===== src/rtl/keypad_scan_ctrl.sv =====
// 4x4 matrix keypad scanner: walks an active-low column, samples synchronized rows,
// and sequences an external debouncer to accept exactly one key per debounced press/release.
module keypad_scan_ctrl #(
  parameter int unsigned SETTLE_CYCLES   = 16,
  parameter logic [31:0] DEBOUNCE_CYCLES = 32'd60000
) (
  input  logic        clk,
  input  logic        reset,
  input  logic [3:0]  rows_n,
  output logic [3:0]  cols_n,
  output logic        db_en,
  output logic        db_clear,
  output logic [3:0]  db_criterion,
  output logic [31:0] db_period,
  input  logic        db_steady,
  output logic [3:0]  key_code,
  output logic        key_valid,
  output logic        key_held
);

  localparam int CNT_W = $clog2(SETTLE_CYCLES + 1);
  localparam logic [CNT_W-1:0] SETTLE_MAX = CNT_W'(SETTLE_CYCLES);

  typedef enum logic [1:0] {
    S_SCAN     = 2'd0,
    S_PRESS_DB = 2'd1,
    S_HELD     = 2'd2,
    S_REL_DB   = 2'd3
  } state_e;

  state_e           state_q, state_d;
  logic [3:0]       rows_meta_q;
  logic [3:0]       rows_s_q;
  logic [CNT_W-1:0] cnt_q, cnt_d;
  logic [1:0]       col_idx_q, col_idx_d;
  logic [1:0]       row_idx_q, row_idx_d;
  logic             db_en_q, db_en_d;
  logic             db_clear_q, db_clear_d;
  logic [3:0]       db_criterion_q, db_criterion_d;
  logic [3:0]       key_code_q, key_code_d;
  logic             key_valid_q, key_valid_d;
  logic             key_held_q, key_held_d;

  logic       single_low;
  logic [1:0] row_enc;
  logic       cnt_done;
  logic       rows_idle;
  logic       press_abort;
  logic       steady_ok;

  // Exactly one low row identifies a key; zero or several lows are treated as no key.
  always_comb begin
    single_low = 1'b1;
    row_enc    = 2'd0;
    case (rows_s_q)
      4'b1110: row_enc = 2'd0;
      4'b1101: row_enc = 2'd1;
      4'b1011: row_enc = 2'd2;
      4'b0111: row_enc = 2'd3;
      default: single_low = 1'b0;
    endcase
  end

  assign cnt_done    = (cnt_q == SETTLE_MAX);
  assign rows_idle   = (rows_s_q == 4'b1111);
  assign press_abort = (rows_s_q != db_criterion_q);
  // While the debouncer is being cleared its steady flag still reflects the previous run.
  assign steady_ok   = db_steady && !db_clear_q;

  always_ff @(posedge clk) begin
    if (reset) begin
      rows_meta_q    <= 4'b1111;
      rows_s_q       <= 4'b1111;
      state_q        <= S_SCAN;
      cnt_q          <= '0;
      col_idx_q      <= 2'd0;
      row_idx_q      <= 2'd0;
      db_en_q        <= 1'b0;
      db_clear_q     <= 1'b1;
      db_criterion_q <= 4'b1111;
      key_code_q     <= 4'd0;
      key_valid_q    <= 1'b0;
      key_held_q     <= 1'b0;
    end else begin
      rows_meta_q    <= rows_n;
      rows_s_q       <= rows_meta_q;
      state_q        <= state_d;
      cnt_q          <= cnt_d;
      col_idx_q      <= col_idx_d;
      row_idx_q      <= row_idx_d;
      db_en_q        <= db_en_d;
      db_clear_q     <= db_clear_d;
      db_criterion_q <= db_criterion_d;
      key_code_q     <= key_code_d;
      key_valid_q    <= key_valid_d;
      key_held_q     <= key_held_d;
    end
  end

  always_comb begin
    state_d = state_q;
    case (state_q)
      S_SCAN: begin
        if (cnt_done && single_low) state_d = S_PRESS_DB;
      end
      S_PRESS_DB: begin
        if (steady_ok)        state_d = S_HELD;
        else if (press_abort) state_d = S_SCAN;
      end
      S_HELD: begin
        if (rows_idle) state_d = S_REL_DB;
      end
      S_REL_DB: begin
        if (steady_ok)       state_d = S_SCAN;
        else if (!rows_idle) state_d = S_HELD;
      end
      default: state_d = S_SCAN;
    endcase
  end

  always_comb begin
    cnt_d          = cnt_q;
    col_idx_d      = col_idx_q;
    row_idx_d      = row_idx_q;
    db_en_d        = db_en_q;
    db_clear_d     = 1'b0;
    db_criterion_d = db_criterion_q;
    key_code_d     = key_code_q;
    key_valid_d    = 1'b0;
    key_held_d     = key_held_q;
    case (state_q)
      S_SCAN: begin
        db_en_d = 1'b0;
        if (!cnt_done) begin
          cnt_d = cnt_q + CNT_W'(1);
        end else if (single_low) begin
          row_idx_d      = row_enc;
          db_criterion_d = rows_s_q;
          db_clear_d     = 1'b1;
          db_en_d        = 1'b1;
          cnt_d          = '0;
        end else begin
          col_idx_d = col_idx_q + 2'd1;
          cnt_d     = '0;
        end
      end
      S_PRESS_DB: begin
        if (steady_ok) begin
          key_code_d  = {row_idx_q, col_idx_q};
          key_valid_d = 1'b1;
          key_held_d  = 1'b1;
          db_en_d     = 1'b0;
        end else if (press_abort) begin
          db_clear_d = 1'b1;
          db_en_d    = 1'b0;
          col_idx_d  = col_idx_q + 2'd1;
          cnt_d      = '0;
        end
      end
      S_HELD: begin
        db_en_d = 1'b0;
        if (rows_idle) begin
          db_criterion_d = 4'b1111;
          db_clear_d     = 1'b1;
          db_en_d        = 1'b1;
        end
      end
      S_REL_DB: begin
        if (steady_ok) begin
          key_held_d = 1'b0;
          db_en_d    = 1'b0;
          col_idx_d  = col_idx_q + 2'd1;
          cnt_d      = '0;
        end else if (!rows_idle) begin
          db_en_d = 1'b0;
        end
      end
      default: begin
        db_en_d = 1'b0;
      end
    endcase
  end

  assign cols_n       = ~(4'b0001 << col_idx_q);
  assign db_en        = db_en_q;
  assign db_clear     = db_clear_q;
  assign db_criterion = db_criterion_q;
  assign db_period    = DEBOUNCE_CYCLES;
  assign key_code     = key_code_q;
  assign key_valid    = key_valid_q;
  assign key_held     = key_held_q;

endmodule


===== config.mk =====
export PLATFORM = sky130hd
export DESIGN_NAME = keypad_scan_ctrl
export DESIGN_NICKNAME = d
export VERILOG_FILES = /design/src/rtl/keypad_scan_ctrl.sv
export SDC_FILE = /design/constraint.sdc
export NUM_CORES = 1
export LEC_CHECK = 0
export CAP_MARGIN = 40
export CELL_PAD_IN_SITES_DETAIL_PLACEMENT = 1
export CELL_PAD_IN_SITES_GLOBAL_PLACEMENT = 1
export CORE_MARGIN = 5
export CORE_UTILIZATION = 33
export CTS_CLUSTER_SIZE = 24
export DETAILED_ROUTE_END_ITERATION = 10
export PLACE_DENSITY_LB_ADDON = 0.3
export SETUP_SLACK_MARGIN = 0.15
export SLEW_MARGIN = 20
export SYNTH_ARGS = -nofsm -noshare
export SYNTH_HDL_FRONTEND = slang
export SYNTH_SLANG_ARGS = --single-unit

===== constraint.sdc =====
create_clock -name clk -period 2 [get_ports clk]
set_input_delay 0.4 -clock clk [delete_from_list [all_inputs] [get_ports clk]]
set_output_delay 0.4 -clock clk [all_outputs]
set_load 0.02 [all_outputs]

==> run_results.csv, run 1 <==
group,metric,value,unit
clock_network,cts_tree,"built",
power_and_ir_drop,p_sw_share,26.6,%
run,max_cap_viol_count,0,
synth,synthArstFlopShare,0,%
worst_setup_path,cp-start-kind,"flip-flop",
power_and_ir_drop,total_power,0.00125,W
power_and_ir_drop,power.switching,0.000332,W
finish,insertedDiodeCount,0,
synth,synthFlopType,"dfxtp_1",
worst_hold_path,min_from,"rows_meta_q[3]$_SDFF_PP1_",
synth,seq_area_frac_synth,36.6,%
timing,fin_skew,0.00235,ns
power_and_ir_drop,clockPowerShare,37.4,%
global_route,grt_util_all_layers,10.5,%
floorplan,num_rows,26,
worst_setup_path,r2r_start,"cnt_q[0]$_SDFFE_PP0P_",
drt,drtIter0Drc,81,
floorplan,pin_count,55,
power_and_ir_drop,power_density,632,nW/um^2
worst_hold_path,hold_path_class,"flip-flop to flip-flop",
finish,drive_gt1_share,13.1,%
worst_setup_path,r2r_setup_slack,0.26,ns
clock_network,root_buffer,"clkbuf_8",
drt,wirelength,3.35,mm
timing,fin_crit,1.74,ns
worst_setup_path,cp-end-kind,"flip-flop",
power_and_ir_drop,p_int,0.000917,W
synth,synth_top_cell_area_share,36.6,%
clock_network,cts_setup_buffers,0,
drt,ant_nets,0,
synth,ys_ff_latch,31,
floorplan,fp.dieW,81.7,um
clock_network,cts.sinks,31,
worst_setup_path,critPathKind,"flip-flop to flip-flop",
floorplan,die_area,6670,um^2
synth,syn_avg_cell_area,8.39,um^2
placed_design,gp_congestion,0.758,
clock_network,numCtsBuffers,5,
floorplan,initial_utilization,33.6,%
synth,synth_edf_count,0,
global_route,antenna_found_initial,0,
drt,vias,1284,
timing,worst_pin_slew,0.527,ns
worst_setup_path,ff2ff_path_depth,8,
drt,wl_per_cell,11.2,um
timing,tns,0,ns
worst_setup_path,r2r-end,"col_idx_q[1]$_SDFFE_PP0P_",
global_route,grt-busiest-layer,"met2",
power_and_ir_drop,ir_drop,310,uV
timing,post-route-period-util,86.9,%
synth,ys_types,41,
clock_network,cts_max_path_buffers,2,
synth,ys_top_cells_by_area,"dfxtp_1, buf_4, nand2_1, ha_1, a21oi_1",
floorplan,core_area,5040,um^2
power_and_ir_drop,pwr-share-comb,11.0,%
global_route,grt_use_met2,17.8,%
global_route,gr-usage-met1,12.7,%
power_and_ir_drop,pwr-share-seq,51.6,%
placed_design,dp_hpwl,2.59,mm
clock_network,htree_levels,2,
timing,drv_slew,0,
timing,relSlewSlack,64.8,%
timing,fmax,576,MHz
clock_network,clkTransAtPathRegs,0.06,ns
finish,final_nets,241,
worst_setup_path,startpoint,"cnt_q[0]$_SDFFE_PP0P_",
drt,via_per_inst,4.29,
worst_hold_path,whs_path_depth,1,
worst_hold_path,min_delay_worst_endpoint,"rows_s_q[3]$_SDFF_PP1_",
worst_setup_path,cp_data_arrival_time,1.95,ns
finish,final_common_cell,"conb_1",
floorplan,die_h,81.7,um
timing,setup_violations,0,
power_and_ir_drop,p_leak,0.801,nW
global_route,first_global_vias,1272,
drt,drc,0,
clock_network,clk_latency,0.27,ns
run_status,outcome,"complete, no violations",
timing,rsz0062_at_grt,"yes",
global_route,grt_pass1_wl,5.51,mm
synth,yosys.area.top_type,"dfxtp_1",
timing,finalHoldViolations,0,
global_route,met3_usage,3.73,%
finish,most-common-layout-cells,"conb_1, dfxtp_1, nand2_1",
placed_design,io_buffers,22,
worst_setup_path,cp.required,2.21,ns
finish,area_growth,16.7,%
synth,postSynthCellCount,202,
global_route,grt_max_degree,16,
global_route,grt-ovfl-total,0,
drt,first_pass_iters,4,
synth,synth.cell_area,1690,um^2
synth,yosys_warnings,0,
worst_setup_path,path_max_fanout,6,
## cells in the mapped netlist (2+ instances only)
master,count
dfxtp_1,31
a22oi_1,2
xnor2_1,3
buf_4,32
nand4_1,3
nor2_1,16
buf_2,2
xor2_1,4
clkbuf_1,5
a21oi_1,14
a21o_1,4
or2_2,8
nor2b_1,2
a31o_1,2
ha_1,6
or3_1,5
inv_1,11
nor3_1,3
nand3_1,4
conb_1,2
nand2_1,23
## kinds of logic (layout without fill, tap and decap cells)
family / Yosys count / after routing / share of synthesized area (%)
AOI/OAI and AO/OA: 32 / 32 / 12.8
xor gates and xnor gates: 7 / 7 / 3.62
adders and majority gates: 6 / 6 / 4.43
buffers and inverters: 51 / 48 / 19.0
DFF: 31 / 31 / 36.6
muxes: 2 / 2 / 1.26
other: 2 / 32 / 0.443
and+or+nand+nor: 71 / 71 / 21.9
## what timing repair did
action	4_1_cts	5_1_grt
hold buffers	0	0
pin swaps	0	0
resized for setup	4	3
endpoints found under the setup margin	4	4
## metrics by stage
stage / setup slack [ns] / util (%) / std cells / instance area, um^2 / hold WS, ns
after global routing: 0.134 / 39.2 / 299 / 1980 / 0.432
after floorplan: 0.342 / - / 232 / 1810 / 0.389
after CTS: 0.177 / 38.9 / 299 / 1960 / 0.417
after detailed placement: 0.169 / 37.4 / 291 / 1890 / 0.399
final: 0.262 / 39.2 / 299 / 1980 / 0.412
after global placement: 0.189 / 37.4 / 291 / 1890 / 0.392
## worst max-delay path by stage
stage                              endpoint  slack (ns)  depth (start not counted)
2_1_floorplan  db_criterion[2]$_SDFFE_PP1P_        0.34                          8
3_3_place_gp          cnt_q[2]$_SDFFE_PP0P_        0.19                          6
3_5_place_dp          cnt_q[2]$_SDFFE_PP0P_        0.17                          6
4_1_cts               cnt_q[4]$_SDFFE_PP0P_        0.18                          5
5_1_grt           col_idx_q[1]$_SDFFE_PP0P_        0.13                          8
6_report          col_idx_q[1]$_SDFFE_PP0P_        0.26                          8
## sequential cells by signal (all words and copies together), names as in the netlist
signal	flops
col_idx_q	2
row_idx_q	2
cnt_q	5
key_held	1
key_code	4
state_q	2
db_en	1
rows_meta_q	4
key_valid	1
db_criterion	4
rows_s_q	4
db_clear	1
## routing by layer
metal,up-vias,part of all wire (%),routed length [um]
met3,2,5.6,186
met5,-,0,0
met2,36,49,1630
met4,0,0.57,19
met1,592,45,1510
li1,654,-,-
## worst max-delay path, cell delays in order, from the launching register on
cell	delay (ns)
dfxtp_1	0.40
inv_1	0.07
ha_1	0.19
and4bb_1	0.22
buf_4	0.17
a21oi_1	0.17
o21ai_2	0.11
a31o_1	0.23
a21oi_1	0.12
## layout make-up
class                      instances  area [um^2]
fill                             615         3070
multi-input combinational        150          877
sequential                        31          621
timing repair buffer              29          269
tap                               70         87.6
clock buffer                       7         76.3
inverter                          11         41.3
clock inverter                     1         5.00
## power groups by stage
stage | clock [W] | sequential [W] | combinational, W
3_3_place_gp | 0 | 0.000658 | 0.000132
4_1_cts | 0.000487 | 0.000645 | 0.000134
3_5_place_dp | 0 | 0.000659 | 0.000133
2_1_floorplan | 0 | 0.000657 | 0.000152
6_report | 0.000467 | 0.000645 | 0.000137
5_1_grt | 0.000514 | 0.000646 | 0.000151
Note: power is estimated with default switching activity, not from simulation.
==> inputs of run 2 (changes only) <==
--- a/config.mk
+++ b/config.mk
@@ -5,10 +5,8 @@
 export SDC_FILE = /design/constraint.sdc
 export NUM_CORES = 1
 export LEC_CHECK = 0
-export CAP_MARGIN = 40
 export CELL_PAD_IN_SITES_DETAIL_PLACEMENT = 1
 export CELL_PAD_IN_SITES_GLOBAL_PLACEMENT = 1
-export CORE_MARGIN = 5
 export CORE_UTILIZATION = 33
 export CTS_CLUSTER_SIZE = 24
 export DETAILED_ROUTE_END_ITERATION = 10
==> run 2 against run 1 <==
First-iteration DRC count shrank 43%. Setup slack got worse by 0.012 ns. Flip-flop and latch count unchanged. Combinational power increased by 3%. Clock power up 6.6%. Largest cell class unchanged.
==> run_results.csv, run 2 (synthesis results as in run 1) <==
group,metric,value,unit
clock_network,clk_latency,0.29,ns
worst_setup_path,cp-end-kind,"flip-flop",
drt,drtIter0Drc,46,
worst_hold_path,hold_path_class,"flip-flop to flip-flop",
placed_design,dp_hpwl,2.46,mm
timing,worst_pin_slew,0.551,ns
run_status,outcome,"complete, no violations",
placed_design,gp_congestion,0.736,
finish,fillers,610,
power_and_ir_drop,power_density,643,nW/um^2
power_and_ir_drop,total_power,0.00128,W
global_route,grt-ovfl-total,0,
clock_network,clkTransAtPathRegs,0.06,ns
timing,drv_slew,0,
floorplan,die_h,73.7,um
timing,tns,0,ns
global_route,grt_max_degree,14,
clock_network,htree_levels,2,
worst_hold_path,min_from,"rows_meta_q[1]$_SDFF_PP1_",
clock_network,cts_tree,"built",
worst_setup_path,path_max_fanout,6,
timing,finalHoldViolations,0,
worst_setup_path,r2r_start,"cnt_q[0]$_SDFFE_PP0P_",
placed_design,dp_slack,0.179,ns
drt,first_pass_iters,4,
power_and_ir_drop,ir_drop,279,uV
global_route,antenna_found_initial,0,
finish,seq_area,623,um^2
finish,drive_gt1_share,15.0,%
finish,final_common_cell,"conb_1",
floorplan,fp.dieW,73.7,um
timing,fin_skew,0.00700,ns
worst_setup_path,crit_chain,"inv_1, ha_1, and4bb_1, buf_4, a21oi_2, o21ai_2, a31o_1, a21oi_1",
finish,final_nets,240,
finish,multi_input_area,901,um^2
worst_setup_path,crit_family,"compound AO/OA/AOI/OAI gates",
clock_network,cts_setup_buffers,0,
finish,largest_reg_flops,5,
finish,insertedDiodeCount,0,
worst_setup_path,critPathKind,"flip-flop to flip-flop",
drt,wl_per_cell,10.9,um
clock_network,cts_max_path_buffers,2,
floorplan,num_rows,25,
timing,fmax,572,MHz
finish,utilization,41.5,%
drt,drc,0,
clock_network,numCtsBuffers,5,
placed_design,io_buffers,22,
finish,area_growth,17.9,%
finish,fin_area,2000,um^2
timing,post-route-period-util,87.5,%
clock_network,root_buffer,"clkbuf_8",
timing,relSlewSlack,63.2,%
timing,finalWorstSetupSlack,0.251,ns
clock_network,cts.sinks,31,
global_route,grt_pass1_wl,5.37,mm
drt,via_per_inst,4.35,
drt,vias,1279,
power_and_ir_drop,p_leak,0.807,nW
floorplan,core_area,4820,um^2
drt,wirelength,3.21,mm
worst_setup_path,cp-start-kind,"flip-flop",
placed_design,placed_cell_area,1880,um^2
timing,setup_violations,0,
global_route,grt_util_all_layers,13.4,%
worst_setup_path,startpoint,"cnt_q[0]$_SDFFE_PP0P_",
finish,most-common-layout-cells,"conb_1, dfxtp_1, nand2_1",
worst_setup_path,crit_slowest_cell,"dfxtp_2",
worst_setup_path,crit_path_max_incr_delay,0.36,ns
finish,largest_register,"cnt_q",
floorplan,die_area,5420,um^2
global_route,first_global_vias,1202,
timing,rsz0062_at_grt,"yes",
worst_setup_path,cp_num_buf_inv,2,
run,max_cap_viol_count,0,
timing,fin_crit,1.75,ns
worst_setup_path,cp_data_arrival_time,1.97,ns
worst_setup_path,cp.required,2.22,ns
floorplan,initial_utilization,35.2,%
drt,ant_nets,0,
floorplan,pin_count,55,
-- run 2: worst paths after layout --
| kind | endpoint | slack (ns) | cells past startpoint |
|---|---|---|---|
| min reg2reg | rows_s_q[1]$_SDFF_PP1_ | 0.41 | 1 |
| max | col_idx_q[1]$_SDFFE_PP0P_ | 0.25 | 8 |
| min | rows_s_q[1]$_SDFF_PP1_ | 0.41 | 1 |
| max reg2reg | col_idx_q[1]$_SDFFE_PP0P_ | 0.25 | 8 |
-- run 2: per-stage QoR --
stage                     hold WS (ns)  std cells
final                            0.408        294
after CTS                        0.409        294
after detailed placement         0.395        287
after floorplan                  0.389        232
after global routing             0.415        294
after global placement           0.390        287
-- run 2: layout make-up --
type | instances | share of cell area (%)
inverters | 11 | 2.07
well taps | 67 | 4.20
clock inverters | 1 | 0.251
repair buffers | 28 | 13.0
multi-input cells | 150 | 45.1
clock buffers | 6 | 4.14
flip-flops and latches | 31 | 31.2
-- run 2: report_power, final --
| part | switching (W) | internal, W | leakage, nW |
|---|---|---|---|
| sequential | 0.0000136 | 0.000632 | 0.253 |
| combinational | 0.0000984 | 0.0000421 | 0.507 |
| clock | 0.000229 | 0.000269 | 0.0470 |
-- run 2: metal layers --
| layer | track usage [%] | part of all wire (%) | vias to the layer above |
|---|---|---|---|
| met5 | 0 | 0 | - |
| met4 | 9.62 | 3.2 | 0 |
| met3 | 3.43 | 5.4 | 9 |
| met2 | 21.7 | 47 | 38 |
| met1 | 15.1 | 44 | 580 |
| li1 | - | - | 652 |
-- run 2: repair_timing --
item,CTS,global route
resized for setup,4,7
hold buffers,0,0
cloned,0,0
endpoints found under the setup margin,4,7
==> inputs of run 3 (changes only) <==
--- a/config.mk
+++ b/config.mk
@@ -11,6 +11,7 @@
 export CTS_CLUSTER_SIZE = 24
 export DETAILED_ROUTE_END_ITERATION = 10
 export PLACE_DENSITY_LB_ADDON = 0.3
+export REMOVE_ABC_BUFFERS = 1
 export SETUP_SLACK_MARGIN = 0.15
 export SLEW_MARGIN = 20
 export SYNTH_ARGS = -nofsm -noshare
==> run 3 against run 2 <==
Maximum frequency is 0.65% higher. Utilization down 0.21 points. Largest cell class unchanged. Cell count stayed put. Power is 6.2% higher. Clock-buffer cell count unchanged. Wire length grew 2.6%. Sequential power is essentially flat. Critical endpoint is now cols_n[0]. Setup slack improved by 0.011 ns. Register-to-register slack gained 0.02 ns. Largest power group unchanged.
==> run_results.csv, run 3 (synthesis results as in run 1) <==
group,metric,value,unit
worst_setup_path,crit_path_max_incr_delay,0.39,ns
drt,drc,0,
placed_design,placed_cells,287,
drt,first_pass_iters,4,
timing,fin_skew,0.00581,ns
worst_setup_path,cp_data_arrival_time,1.34,ns
global_route,antenna_found_initial,0,
drt,ant_nets,0,
placed_design,gp_congestion,0.765,
drt,wl_per_cell,11.2,um
timing,fin_crit,1.74,ns
run_status,outcome,"complete, no violations",
worst_setup_path,path_max_fanout,4,
clock_network,cts_max_path_buffers,2,
drt,via_per_inst,4.42,
global_route,grt_max_degree,14,
clock_network,numCtsBuffers,5,
power_and_ir_drop,pwr-share-seq,47.4,%
finish,most-common-layout-cells,"conb_1, dfxtp_1, nand2_1",
clock_network,cts_hold_buf,0,
power_and_ir_drop,power.switching,0.000326,W
clock_network,clkTransAtPathRegs,0.06,ns
timing,post-route-period-util,86.9,%
finish,drive_gt1_share,13.2,%
power_and_ir_drop,total_power,0.00136,W
worst_setup_path,critPathKind,"flip-flop to output port",
timing,relSlewSlack,66.5,%
global_route,first_global_vias,1227,
finish,largest_register,"cnt_q",
floorplan,fp.dieW,73.7,um
drt,drtIter0Drc,52,
worst_setup_path,cp_common_cell,"inv_1",
worst_hold_path,hold_path_class,"flip-flop to flip-flop",
timing,rsz0062_at_grt,"yes",
finish,final_common_cell,"conb_1",
clock_network,root_buffer,"clkbuf_8",
drt,vias,1299,
worst_hold_path,min_from,"rows_meta_q[1]$_SDFF_PP1_",
power_and_ir_drop,p_sw_share,23.9,%
floorplan,initial_utilization,35.2,%
worst_setup_path,r2r_setup_slack,0.27,ns
finish,final_nets,240,
clock_network,cts_tree,"built",
power_and_ir_drop,pwr-share-comb,10.0,%
worst_setup_path,cp.required,1.60,ns
worst_setup_path,cp-end-kind,"output port",
power_and_ir_drop,p_leak,0.810,nW
timing,tns,0,ns
global_route,grt_util_all_layers,13.8,%
worst_setup_path,crit_slowest_cell,"dfxtp_1",
timing,finalHoldViolations,0,
clock_network,cts_setup_buffers,0,
floorplan,die_area,5420,um^2
power_and_ir_drop,power_density,686,nW/um^2
clock_network,clk_latency,0.28,ns
finish,insertedDiodeCount,0,
floorplan,core_area,4820,um^2
finish,layout.cells.non_filler,294,
timing,drv_slew,0,
clock_network,htree_levels,2,
clock_network,cts.sinks,31,
power_and_ir_drop,ir_drop,296,uV
floorplan,num_rows,25,
floorplan,die_h,73.7,um
worst_setup_path,startpoint,"col_idx_q[0]$_SDFFE_PP0P_",
finish,largest_reg_flops,5,
power_and_ir_drop,p_int,0.00104,W
global_route,grt_pass1_wl,5.64,mm
floorplan,pin_count,55,
drt,wirelength,3.29,mm
timing,fmax,575,MHz
power_and_ir_drop,clockPowerShare,42.6,%
timing,setup_violations,0,
worst_setup_path,crit_chain,"inv_1, ha_1, inv_1, dlygate4sd2_1",
timing,worst_pin_slew,0.503,ns
global_route,grt-ovfl-total,0,
placed_design,io_buffers,22,
placed_design,dp_hpwl,2.38,mm
finish,area_growth,17.3,%
run,max_cap_viol_count,0,
worst_setup_path,cp-start-kind,"flip-flop",
worst_setup_path,r2r_start,"cnt_q[1]$_SDFFE_PP0P_",
## run 3: final timing paths
check | end | cells past startpoint
worst min register to register | rows_s_q[1]$_SDFF_PP1_ | 1
worst min-delay path | rows_s_q[1]$_SDFF_PP1_ | 1
worst max register to register | col_idx_q[1]$_SDFFE_PP0P_ | 8
worst max-delay path | cols_n[0] | 4
## run 3: layer usage
metal	part of all wire (%)	vias up	routed length [um]	GRT usage, %
li1	-	646	-	-
met1	45	591	1490	16.7
met2	45	54	1500	22.3
met3	7.1	8	235	4.39
met4	2.1	0	70	6.41
met5	0	-	0	0
## run 3: power groups by stage
stage | logic (W) | registers (W) | clock network [W]
6_report | 0.000137 | 0.000646 | 0.000580
5_1_grt | 0.000155 | 0.000648 | 0.000633
4_1_cts | 0.000134 | 0.000646 | 0.000602
3_5_place_dp | 0.000133 | 0.000659 | 0
3_3_place_gp | 0.000131 | 0.000659 | 0
2_1_floorplan | 0.0000974 | 0.000657 | 0
## run 3: layout make-up
cell class | instances | area [um^2]
inverters | 11 | 41.3
well taps | 67 | 83.8
clock inverters | 1 | 30.0
clock buffers | 6 | 72.6
fillers | 604 | 2830
repair buffers | 28 | 262
multi-input cells | 150 | 876
flip-flops and latches | 31 | 622
## run 3: worst max-delay path, delay by kind of cell (launching register included)
family | cells | cell delay [ns]
buffers and inverters | 3 | 0.47
DFF | 1 | 0.39
adders and majority gates | 1 | 0.20
## run 3: metrics by stage
step | utilization [%] | area (um^2) | hold slack, ns | setup slack (ns)
after floorplan | - | 1530 | 0.389 | 0.357
after global placement | 38.9 | 1880 | 0.391 | 0.228
after detailed placement | 38.9 | 1880 | 0.398 | 0.184
after CTS | 41.0 | 1970 | 0.414 | 0.205
after global routing | 41.2 | 1990 | 0.435 | 0.127
final | 41.2 | 1990 | 0.411 | 0.262
## run 3: what timing repair did
action | CTS | global route
resized for setup | 4 | 4
endpoints found under the setup margin | 4 | 8
cloned | 0 | 0
